===== src/rtl/vga_sync_gen.sv =====
// vga_sync_gen
// -----------------------------------------------------------------------------
// VGA raster timing generator (640x480@60 by default). A small divider turns
// the system clock into a one-clock pixel tick; a horizontal and a vertical
// position counter advance on that tick. hsync, vsync and video_on are
// registered from decodes of the next counter values, so they change on the
// same edge as pixel_x/pixel_y and never glitch.
//
// Ports
//   clk        in   system clock (single domain)
//   reset_n    in   synchronous, active-low reset
//   p_tick     out  one-clock pixel-enable pulse
//   pixel_x    out  horizontal position, 0..H_TOTAL-1
//   pixel_y    out  vertical position, 0..V_TOTAL-1
//   video_on   out  high inside the visible H_DISPLAY x V_DISPLAY area
//   hsync      out  horizontal sync, active-low
//   vsync      out  vertical sync, active-low
//   frame_end  out  one-clock pulse on the last pixel clock of a frame
//
// Legal parameter range: CLK_DIV 1..16, H_TOTAL and V_TOTAL each <= 1024.
// -----------------------------------------------------------------------------
module vga_sync_gen #(
  parameter int CLK_DIV   = 2,
  parameter int H_DISPLAY = 640,
  parameter int H_FRONT   = 16,
  parameter int H_SYNC    = 96,
  parameter int H_BACK    = 48,
  parameter int V_DISPLAY = 480,
  parameter int V_FRONT   = 10,
  parameter int V_SYNC    = 2,
  parameter int V_BACK    = 33
) (
  input  logic       clk,
  input  logic       reset_n,
  output logic       p_tick,
  output logic [9:0] pixel_x,
  output logic [9:0] pixel_y,
  output logic       video_on,
  output logic       hsync,
  output logic       vsync,
  output logic       frame_end
);

  localparam int H_TOTAL = H_DISPLAY + H_FRONT + H_SYNC + H_BACK;
  localparam int V_TOTAL = V_DISPLAY + V_FRONT + V_SYNC + V_BACK;

  localparam logic [3:0] DIV_LAST = 4'(CLK_DIV - 1);
  localparam logic [9:0] H_LAST   = 10'(H_TOTAL - 1);
  localparam logic [9:0] V_LAST   = 10'(V_TOTAL - 1);
  localparam logic [9:0] H_VIS    = 10'(H_DISPLAY);
  localparam logic [9:0] V_VIS    = 10'(V_DISPLAY);
  localparam logic [9:0] HS_FIRST = 10'(H_DISPLAY + H_FRONT);
  localparam logic [9:0] HS_LAST  = 10'(H_DISPLAY + H_FRONT + H_SYNC - 1);
  localparam logic [9:0] VS_FIRST = 10'(V_DISPLAY + V_FRONT);
  localparam logic [9:0] VS_LAST  = 10'(V_DISPLAY + V_FRONT + V_SYNC - 1);

  logic [3:0] div_q, div_d;
  logic [9:0] h_q, h_d;
  logic [9:0] v_q, v_d;
  logic       hsync_q, hsync_d;
  logic       vsync_q, vsync_d;
  logic       video_on_q, video_on_d;
  logic       tick;

  // Tick is decoded from the registered divider, so with CLK_DIV=1 it is a
  // constant 1 (div never leaves 0).
  assign tick = (div_q == DIV_LAST);

  always_comb begin
    div_d = tick ? 4'd0 : div_q + 4'd1;
    h_d   = h_q;
    v_d   = v_q;
    if (tick) begin
      if (h_q == H_LAST) begin
        h_d = 10'd0;
        v_d = (v_q == V_LAST) ? 10'd0 : v_q + 10'd1;
      end else begin
        h_d = h_q + 10'd1;
      end
    end
    // Decode the next position so the registered syncs line up with pixel_x/y.
    hsync_d    = !((h_d >= HS_FIRST) && (h_d <= HS_LAST));
    vsync_d    = !((v_d >= VS_FIRST) && (v_d <= VS_LAST));
    video_on_d = (h_d < H_VIS) && (v_d < V_VIS);
  end

  always_ff @(posedge clk) begin
    if (!reset_n) begin
      div_q      <= 4'd0;
      h_q        <= 10'd0;
      v_q        <= 10'd0;
      hsync_q    <= 1'b1;
      vsync_q    <= 1'b1;
      video_on_q <= 1'b1;
    end else begin
      div_q      <= div_d;
      h_q        <= h_d;
      v_q        <= v_d;
      hsync_q    <= hsync_d;
      vsync_q    <= vsync_d;
      video_on_q <= video_on_d;
    end
  end

  assign p_tick    = tick;
  assign pixel_x   = h_q;
  assign pixel_y   = v_q;
  assign hsync     = hsync_q;
  assign vsync     = vsync_q;
  assign video_on  = video_on_q;
  assign frame_end = tick && (h_q == H_LAST) && (v_q == V_LAST);

endmodule


===== config.mk =====
export PLATFORM = sky130hd
export DESIGN_NAME = vga_sync_gen
export DESIGN_NICKNAME = d
export VERILOG_FILES = /design/src/rtl/vga_sync_gen.sv
export SDC_FILE = /design/constraint.sdc
export NUM_CORES = 1
export LEC_CHECK = 0
export BUFFER_PORTS_ARGS = -buffer_cell sky130_fd_sc_hd__buf_2
export CORE_MARGIN = 1
export CORE_UTILIZATION = 53
export DETAILED_ROUTE_END_ITERATION = 7
export PLACE_DENSITY = 0.8
export SYNTH_ARGS = -nofsm -noshare
export SYNTH_HDL_FRONTEND = slang
export SYNTH_SLANG_ARGS = --single-unit

===== constraint.sdc =====
create_clock -name clk -period 2.5 [get_ports clk]
set_input_delay 0 -clock clk [delete_from_list [all_inputs] [get_ports clk]]
set_output_delay 0 -clock clk [all_outputs]
set_load 0.01 [all_outputs]

==> metrics.txt, run 1 <==
filler instances 189; postcts setup bufs 0; worst-skew pair later-pin latency 330 ps; Final ANT Viol Nets 0; Area Overhead vs Synth 15.06%; Rows 17; pwr dens 452.9 nW/µm²; synthesized cell area 1346 µm²; Crit path max-delay family simple AND/OR/NAND/NOR gates; fin cells 213; met3 routed WL 146 µm; max layer used met4; grt total ovfl 0; Clock Pin Slew Worst Setup and Hold Paths 150 ps; Post-Syn Instances 155; Required @ worst endpoint 2710 ps; Avg Vias per Cell 5.822; Max-Slew Margin vs Limit 63.56%; CP Launch Type flop; DR pass1 iterations 4; Period minus WS final 2259 ps; I/O pin total 27; max cap viols 0; initial antenna violation count 0; diodes inserted 0; layout cells sized above 1 20.54%; worst vdd ir 0.0002861 V; placed wire-length estimate 2120 µm; Port Buffers 26; Vias 1,240; H-tree levels 1; Distinct cells, synth 38; CTS buffer count 3; clk root buf clkbuf_4; Arr. time, crit path 2470 ps; CP endpoint kind flop; worst-margin pin slew 543.3 ps; Total Neg Setup Slack 0 ps; metal1 wirelength 1401 µm; # DRC 0; Max Fclk 0.4427 GHz; Layout Skew 5.725 ps; CTS tree built; unrepaired setup endpoints after global routing no; largest net degree at the start of global routing 20; vias in the first global route 1,113; register bit total from synthesis 27; Leak Pwr 0.6679 nW; commonest non-fill, non-tap cell in the layout dfxtp_1; Post-Syn Nets 162; Buffers & Inverters on Critical Path 0; design area 1549 µm²; Hold WC Path Type flop to flop; Sink Count 27; critical path peak fanout 13; Multi-input gate area 757.0 µm²; die area 2746 µm²; WL/cell 13.70 µm; dpl cells 208; crit path cell chain ha_1 -> or3b_4 -> nor4_4 -> nand3_1 -> xor2_1 -> nor4_2 -> nand4_1; final WL 2919 µm; Yosys top cell by area dfxtp_1; first-pass GRT wire length 4940 µm; GRT Total Usage 24.09%; height of the die 52.40 µm; initial core utilization 58.61%; final setup violation count 0; final worst-path cycle share 90.36%; sequential area share after synthesis 40.15%; die width 52.40 µm; Avg Inst Size Synth 8.686 µm²; critical path type flop to flop; area share of the largest cell type after synthesis 40.15%; GP Congestion 0.9051; WL met2 1317 µm; core area 2297 µm²; Synth area leaders dfxtp_1 (40%), nor2_1 (5.6%), ha_1 (4.6%), nand4_1 (4.6%), xor2_1 (4.6%); Post-DP Area 1511 µm²; YS warnings 0; maximum root-to-sink buffer count 2; Final #Nets 193; outcome finished clean; Final Hold Vio Count 0; Slew Viols, Final 0; Reg area 540.5 µm²; Max stage delay on crit path 450 ps; DRT iter0 DRCs 46; most frequent cells in the layout dfxtp_1 (27), buf_2 (26), nor2_1 (20); CP max stage cell or3b_4
worst register-to-register path, stage by stage (launching register included):
cell and delay [ps]:
dfxtp_1 400, ha_1 150, or3b_4 450, nor4_4 290, nand3_1 150, xor2_1 190, nor4_2 370, nand4_1 150
power breakdown:
group,internal (mW),switching [mW]
registers,0.441,0.0102
logic,0.0226,0.0379
clock network,0.0601,0.130
logic make-up (layout without fill, tap and decap cells):
group,count (synthesis),in the layout,synth area share [%]
flip-flops,27,27,40.15
adder cells (fa/ha/maj),5,5,4.647
buffers and inverters,11,41,3.624
AND/OR/NAND/NOR,78,78,33.18
multiplexers,1,1,0.7435
XOR/XNOR,12,12,7.807
AO/OA/AOI/OAI,21,21,9.851
worst paths after layout:
kind                            slack (ps)  cells past startpoint  startpoint       end
worst max register to register         240                      7    div_q[0]     vsync
worst min-delay path                   480                      1    div_q[0]  div_q[0]
worst min register to register         480                      1    div_q[0]  div_q[0]
worst max-delay path                   240                      7    div_q[0]     vsync
cell usage after synthesis:
| cell type | count |
|---|---|
| ha_1 | 5 |
| xnor2_1 | 5 |
| buf_4 | 2 |
| xor2_1 | 7 |
| nor4_4 | 1 |
| nand2b_1 | 2 |
| nor3_1 | 7 |
| and3_1 | 2 |
| dfxtp_1 | 27 |
| and2b_1 | 1 |
| clkbuf_1 | 2 |
| and4_1 | 1 |
| clkinv_1 | 1 |
| and2_1 | 4 |
| mux2i_1 | 1 |
| nand3_1 | 8 |
| o31ai_1 | 2 |
| nor4_2 | 1 |
| nand2_1 | 7 |
| nand3b_1 | 2 |
| or4_4 | 1 |
| or3b_4 | 1 |
| or3_1 | 3 |
| nand4_1 | 10 |
| a31oi_1 | 1 |
| a21oi_1 | 8 |
| o211a_1 | 1 |
| inv_1 | 6 |
| a21o_1 | 2 |
| nor2_1 | 20 |
| nor4_1 | 3 |
| o21ai_0 | 5 |
| nor2b_1 | 1 |
| nor3b_1 | 1 |
| nor4bb_1 | 1 |
| nand4b_1 | 1 |
| a22oi_2 | 1 |
| a41oi_1 | 1 |
through the flow:
step	hold WS, ps	util [%]	worst slack [ps]	total power [mW]
finish	480.6	67.43	240.9	0.7015
CTS	458.6	67.43	92.31	0.7046
detailed placement	256.0	65.80	126.7	0.5200
global route	504.5	67.43	108.3	0.7364
floorplan	71.08	-	427.7	0.5061
global placement	249.6	65.80	268.3	0.5168
layout make-up:
| type | instances | share of cell area, % |
|---|---|---|
| multi-input cells | 117 | 48.87 |
| inverters | 7 | 1.696 |
| clock inverters | 1 | 0.3231 |
| well taps | 28 | 2.262 |
| flip-flops and latches | 27 | 34.89 |
| clock buffers | 3 | 1.454 |
| repair buffers | 30 | 10.50 |
flip-flops by register name (all words and copies together), names as in the netlist:
signal / cells
pixel_x: 10
pixel_y: 10
div_q: 4
hsync: 1
video_on: 1
vsync: 1
routing by layer:
| metal | GRT usage, % | up-vias |
|---|---|---|
| li1 | - | 612 |
| met1 | 34.46 | 576 |
| met2 | 34.81 | 45 |
| met3 | 3.188 | 7 |
| met4 | 12.28 | 0 |
| met5 | 0 | - |
repair_timing:
item | CTS | global route
hold endpoints to repair | 4 | 0
hold buffers | 1 | 0
gates resized for setup | 0 | 0
setup endpoints to repair | 0 | 1
Note: power is estimated with default switching activity, not from simulation.
==> run 2, diff against run 1 <==
- clock period: 2.5 -> 2.3 ns (I/O delays scaled with it)
==> metrics.txt, run 2 (synthesis gave the netlist of run 1 again) <==
outcome finished clean (unchanged); Rows 17 (unchanged); vias in the first global route 1,128 (was 1,113); critical path peak fanout 5 (was 13); diodes inserted 0 (unchanged); reg-to-reg endpoint vsync (unchanged); Port Buffers 26 (unchanged); die area 2746 µm² (unchanged); Reg area 541.8 µm² (was 540.5 µm²); Clock Pin Slew Worst Setup and Hold Paths 130 ps (was 150 ps); largest net degree at the start of global routing 15 (was 20); Worst Reg2Reg Path Length in Cells 6 (was 7); final worst-path cycle share 92.42% (was 90.36%); Sink Count 27 (unchanged); Post-DP Area 1526 µm² (was 1511 µm²); DRT iter0 DRCs 56 (was 46); core area 2297 µm² (unchanged); final WL 2917 µm (was 2919 µm); worst vdd ir 0.0003887 V (was 0.0002861 V); I/O pin total 27 (unchanged); Total Neg Setup Slack 0 ps (unchanged); RR Startpoint pixel_x[5] (was div_q[0]); height of the die 52.40 µm (unchanged); fin cells 215 (was 213); CTS tree built (unchanged); final setup violation count 0 (unchanged); Max-Slew Margin vs Limit 73.50% (was 63.56%); Arr. time, crit path 2330 ps (was 2470 ps); layout cells sized above 1 21.93% (was 20.54%); unrepaired setup endpoints after global routing no (unchanged); CP max stage cell or3_1 (was or3b_4); GRT Total Usage 23.43% (was 24.09%); worst-margin pin slew 393.9 ps (was 543.3 ps); critical path type flop to flop (unchanged); Hold WC Path Type flop to flop (unchanged); # DRC 0 (unchanged); Max Fclk 0.4704 GHz (was 0.4427 GHz); grt total ovfl 0 (unchanged); design area 1574 µm² (was 1549 µm²); filler instances 186 (was 189); worst hold slack 449.9 ps (was 480.6 ps); hold path cells 1 (unchanged); Vias 1,242 (was 1,240); die width 52.40 µm (unchanged); Leak Pwr 0.6753 nW (was 0.6679 nW); min-delay src div_q[0] (unchanged); Final Hold Vio Count 0 (unchanged); Pwr Total 0.7603 mW (was 0.7015 mW); Area Overhead vs Synth 16.91% (was 15.06%); Slew Viols, Final 0 (unchanged); Layout Skew 2.667 ps (was 5.725 ps); WL/cell 13.57 µm (was 13.70 µm); maximum root-to-sink buffer count 2 (unchanged); Final #Nets 195 (was 193); pwr dens 483.1 nW/µm² (was 452.9 nW/µm²); CTS buffer count 3 (unchanged); Period minus WS final 2126 ps (was 2259 ps); max cap viols 0 (unchanged); Worst Hold Path EP div_q[0] (unchanged); clk root buf clkbuf_4 (unchanged); most frequent cells in the layout dfxtp_1 (26), buf_2 (26), nor2_1 (20) (was dfxtp_1 (27), buf_2 (26), nor2_1 (20)); Avg Vias per Cell 5.777 (was 5.822); worst-skew pair later-pin latency 320 ps (was 330 ps); H-tree levels 1 (unchanged); initial core utilization 58.61% (unchanged); placed wire-length estimate 2214 µm (was 2120 µm); DR pass1 iterations 4 (unchanged); Max stage delay on crit path 460 ps (was 450 ps); GP Congestion 0.9089 (was 0.9051); dpl cells 210 (was 208); crit path cell chain or3_1 -> nor4_4 -> nand3_1 -> xor2_1 -> nor4_2 -> nand4_1 (was ha_1 -> or3b_4 -> nor4_4 -> nand3_1 -> xor2_1 -> nor4_2 -> nand4_1); initial antenna violation count 0 (unchanged); Required @ worst endpoint 2510 ps (was 2710 ps); CP Launch Type flop (unchanged); Final ANT Viol Nets 0 (unchanged); r2r setup slk 170 ps (was 240 ps); Multi-input gate area 763.2 µm² (was 757.0 µm²); first-pass GRT wire length 4788 µm (was 4940 µm); CP endpoint kind flop (unchanged)
run 2: cell types whose count changed in the layout (fill, tap and decap cells not counted), sizes merged:
cell / before / now
clkinv: 2 / 1
clkbuf: 3 / 4
buf: 29 / 31
run 2: what timing repair did:
action	4_1_cts	5_1_grt
endpoints found under the setup margin	0	6
buffers inserted	0	0
gates resized for setup	0	4
hold endpoints to repair	7	0
hold buffers	1	0
run 2: worst max path at each step:
stage                     startpoint  endpoint  cells past startpoint
after floorplan             div_q[0]     vsync                      7
after global placement      div_q[0]     vsync                      7
after detailed placement    div_q[0]     vsync                      7
after CTS                   div_q[0]     vsync                      7
after global routing        div_q[1]  video_on                      7
final                     pixel_x[5]     vsync                      6
run 2: metal layers:
| layer | GRT usage (%) | part of all wire, % | vias to the layer above |
|---|---|---|---|
| met2 | 36.92 | 47 | 31 |
| met4 | 8.772 | 0.58 | 0 |
| li1 | - | - | 622 |
| met5 | 0 | 0 | - |
| met1 | 31.92 | 47 | 587 |
| met3 | 3.478 | 4.6 | 2 |
run 2: area by class of cell:
cell class	count	area share, %
multi-input cells	117	48.49
flip-flops and latches	27	34.42
repair buffers	32	11.53
well taps	28	2.226
clock buffers	4	1.669
inverters	7	1.669
run 2: where the power goes:
group / total [mW] / internal [mW] / switching, mW
sequential: 0.491 / 0.480 / 0.0111
combinational: 0.0722 / 0.0296 / 0.0425
clock: 0.197 / 0.0679 / 0.130
run 2: worst max-delay path, delay by kind of cell, from the launching register on:
family	cells	cell delay, ps
flip-flops	1	380
XOR/XNOR	1	180
AND/OR/NAND/NOR	5	1470
run 2: per-stage QoR:
step | worst slack, ps | utilization (%)
finish | 174.2 | 68.52
global route | 41.29 | 68.52
CTS | 44.02 | 68.03
detailed placement | 61.43 | 66.45
global placement | 115.2 | 66.45
floorplan | 227.7 | -
==> run 3, diff against run 2 <==
- CAP_MARGIN: not set -> 15
- CORE_ASPECT_RATIO: not set -> 2
- CORE_UTILIZATION: 53 -> 48
- PLACE_DENSITY: 0.8 -> 0.77
- clock period: 2.3 -> 1.86 ns (I/O delays scaled with it)
==> metrics.txt, run 3 (synthesis gave the netlist of run 1 again) <==
Leak Pwr 1.002 nW (was 0.6753 nW); layout cells sized above 1 52.54% (was 21.93%); initial core utilization 51.73% (was 58.61%); Crit path depth 9 (was 6); die area 3034 µm² (was 2746 µm²); Total Neg Setup Slack -3030 ps (was 0 ps); Arr. time, crit path 2410 ps (was 2330 ps); CP max stage cell or3b_4 (was or3_1); critical path peak fanout 5 (unchanged); final setup violation count 17 (was 0); vias in the first global route 1,606 (was 1,128); Period minus WS final 2238 ps (was 2126 ps); max cap viols 0 (unchanged); core area 2603 µm² (was 2297 µm²); grt total ovfl 0 (unchanged); final WL 5175 µm (was 2917 µm); initial antenna violation count 0 (unchanged); Crit path max-delay family simple AND/OR/NAND/NOR gates (unchanged); Final ANT Viol Nets 0 (unchanged); post-layout util 85.96% (was 68.52%); Avg Vias per Cell 5.947 (was 5.777); Worst Reg2Reg Path Length in Cells 9 (was 6); Max Fclk 0.4468 GHz (was 0.4704 GHz); H-tree levels 1 (unchanged); worst-skew pair later-pin latency 280 ps (was 320 ps); worst hold slack 552.8 ps (was 449.9 ps); failing checks negative setup slack; # DRC 0 (unchanged); Vias 1,570 (was 1,242); diodes inserted 0 (unchanged); fin cells 264 (was 215); first-pass GRT wire length 7258 µm (was 4788 µm); dpl cells 244 (was 210); Area Overhead vs Synth 66.17% (was 16.91%); pwr dens 516.0 nW/µm² (was 483.1 nW/µm²); Required @ worst endpoint 2040 ps (was 2510 ps); Pwr Total 1.154 mW (was 0.7603 mW); Rows 26 (was 17); unrepaired setup endpoints after global routing yes (was no); Layout Skew 3.543 ps (was 2.667 ps); critical path type flop to flop (unchanged); GP Congestion 0.8349 (was 0.9089); crit path cell chain inv_2 -> ha_4 -> or3b_4 -> nor4_4 -> buf_4 -> buf_6 -> nand4_1 -> xnor2_2 -> nor3b_2 (was or3_1 -> nor4_4 -> nand3_1 -> xor2_1 -> nor4_2 -> nand4_1); Hold WC Path Type input pin to flop (was flop to flop); Max-Slew Margin vs Limit 74.70% (was 73.50%); CP Launch Type flop (unchanged); Port Buffers 26 (unchanged); hold path cells 3 (was 1); DR pass1 iterations 4 (unchanged); outcome finished with violations (was finished clean); height of the die 76.90 µm (was 52.40 µm); largest net degree at the start of global routing 16 (was 15); die width 39.45 µm (was 52.40 µm); Slew Viols, Final 0 (unchanged); Sink Count 27 (unchanged); clk root buf clkbuf_8 (was clkbuf_4); worst vdd ir 0.0004621 V (was 0.0003887 V); final worst-path cycle share 120.3% (was 92.42%); maximum root-to-sink buffer count 2 (unchanged); worst-margin pin slew 374.4 ps (was 393.9 ps); most frequent cells in the layout buf_4 (46), buf_2 (25), dfxtp_1 (22) (was dfxtp_1 (26), buf_2 (26), nor2_1 (20)); CTS tree built (unchanged); DRT iter0 DRCs 108 (was 56); I/O pin total 27 (unchanged); Final #Nets 244 (was 195); Final Hold Vio Count 0 (unchanged); Max stage delay on crit path 400 ps (was 460 ps); CTS buffer count 3 (unchanged); GRT Total Usage 33.88% (was 23.43%); placed wire-length estimate 3055 µm (was 2214 µm); CP endpoint kind flop (unchanged); commonest non-fill, non-tap cell in the layout buf_4; Buffers & Inverters on Critical Path 3 (was 0); Clock Pin Slew Worst Setup and Hold Paths 90 ps (was 130 ps); fin worst setup slack -378.0 ps (was 174.2 ps); WL/cell 19.60 µm (was 13.57 µm)
==> run 3: cell count changes in the layout (fill, tap and decap cells not counted), sizes merged <==
| cell | change |
|---|---|
| buf | +49 |
| clkbuf | -1 |
| clkinv | +1 |
==> run 3: final timing paths <==
path	startpoint	endpoint	slack, ps
worst max-delay path	div_q[1]	pixel_y[3]	-380
worst min-delay path	reset_n	video_on	550
worst max register to register	div_q[1]	pixel_y[3]	-380
worst min register to register	div_q[0]	div_q[0]	560
==> run 3: layout make-up <==
class | instances | area, µm²
clock buffers | 3 | 41.29
clock inverters | 1 | 5.005
fillers | 143 | 365.4
inverters | 7 | 26.28
multi-input cells | 117 | 980.9
flip-flops and latches | 27 | 546.8
well taps | 28 | 35.03
repair buffers | 81 | 601.8
==> run 3: power by group <==
group / switching, mW / leakage [nW] / internal [mW]
clock network: 0.195 / 0.0255 / 0.151
logic: 0.0974 / 0.756 / 0.106
registers: 0.0109 / 0.220 / 0.594
total: 0.304 / 1.00 / 0.851
==> run 3: worst min-delay path, stage by stage <==
cell	delay, ps
dlygate4sd3_1	540
buf_2	180
o31ai_2	80
==> run 3: per-stage QoR <==
step	cell area, µm²	worst slack, ps
floorplan	1378	-27.01
global placement	1809	-295.9
detailed placement	1809	-398.7
CTS	2049	-324.1
global route	2237	-457.7
finish	2237	-378.0
==> run 3: per-layer routing <==
metal | GRT usage (%) | vias up | wire (µm)
li1 | - | 715 | -
met1 | 30.94 | 766 | 1827
met2 | 58.69 | 68 | 2923
met3 | 7.803 | 21 | 200
met4 | 23.45 | 0 | 223
met5 | 0 | - | 0
==> run 3: timing repair <==
| action | CTS | global route |
|---|---|---|
| buffers inserted | 9 | 6 |
| resized for setup | 21 | 31 |
| setup endpoints to repair | 13 | 18 |
| cloned | 1 | 0 |
| hold buffers | 1 | 0 |
| pin swaps | 8 | 13 |
| endpoints found under the hold margin | 1 | 0 |
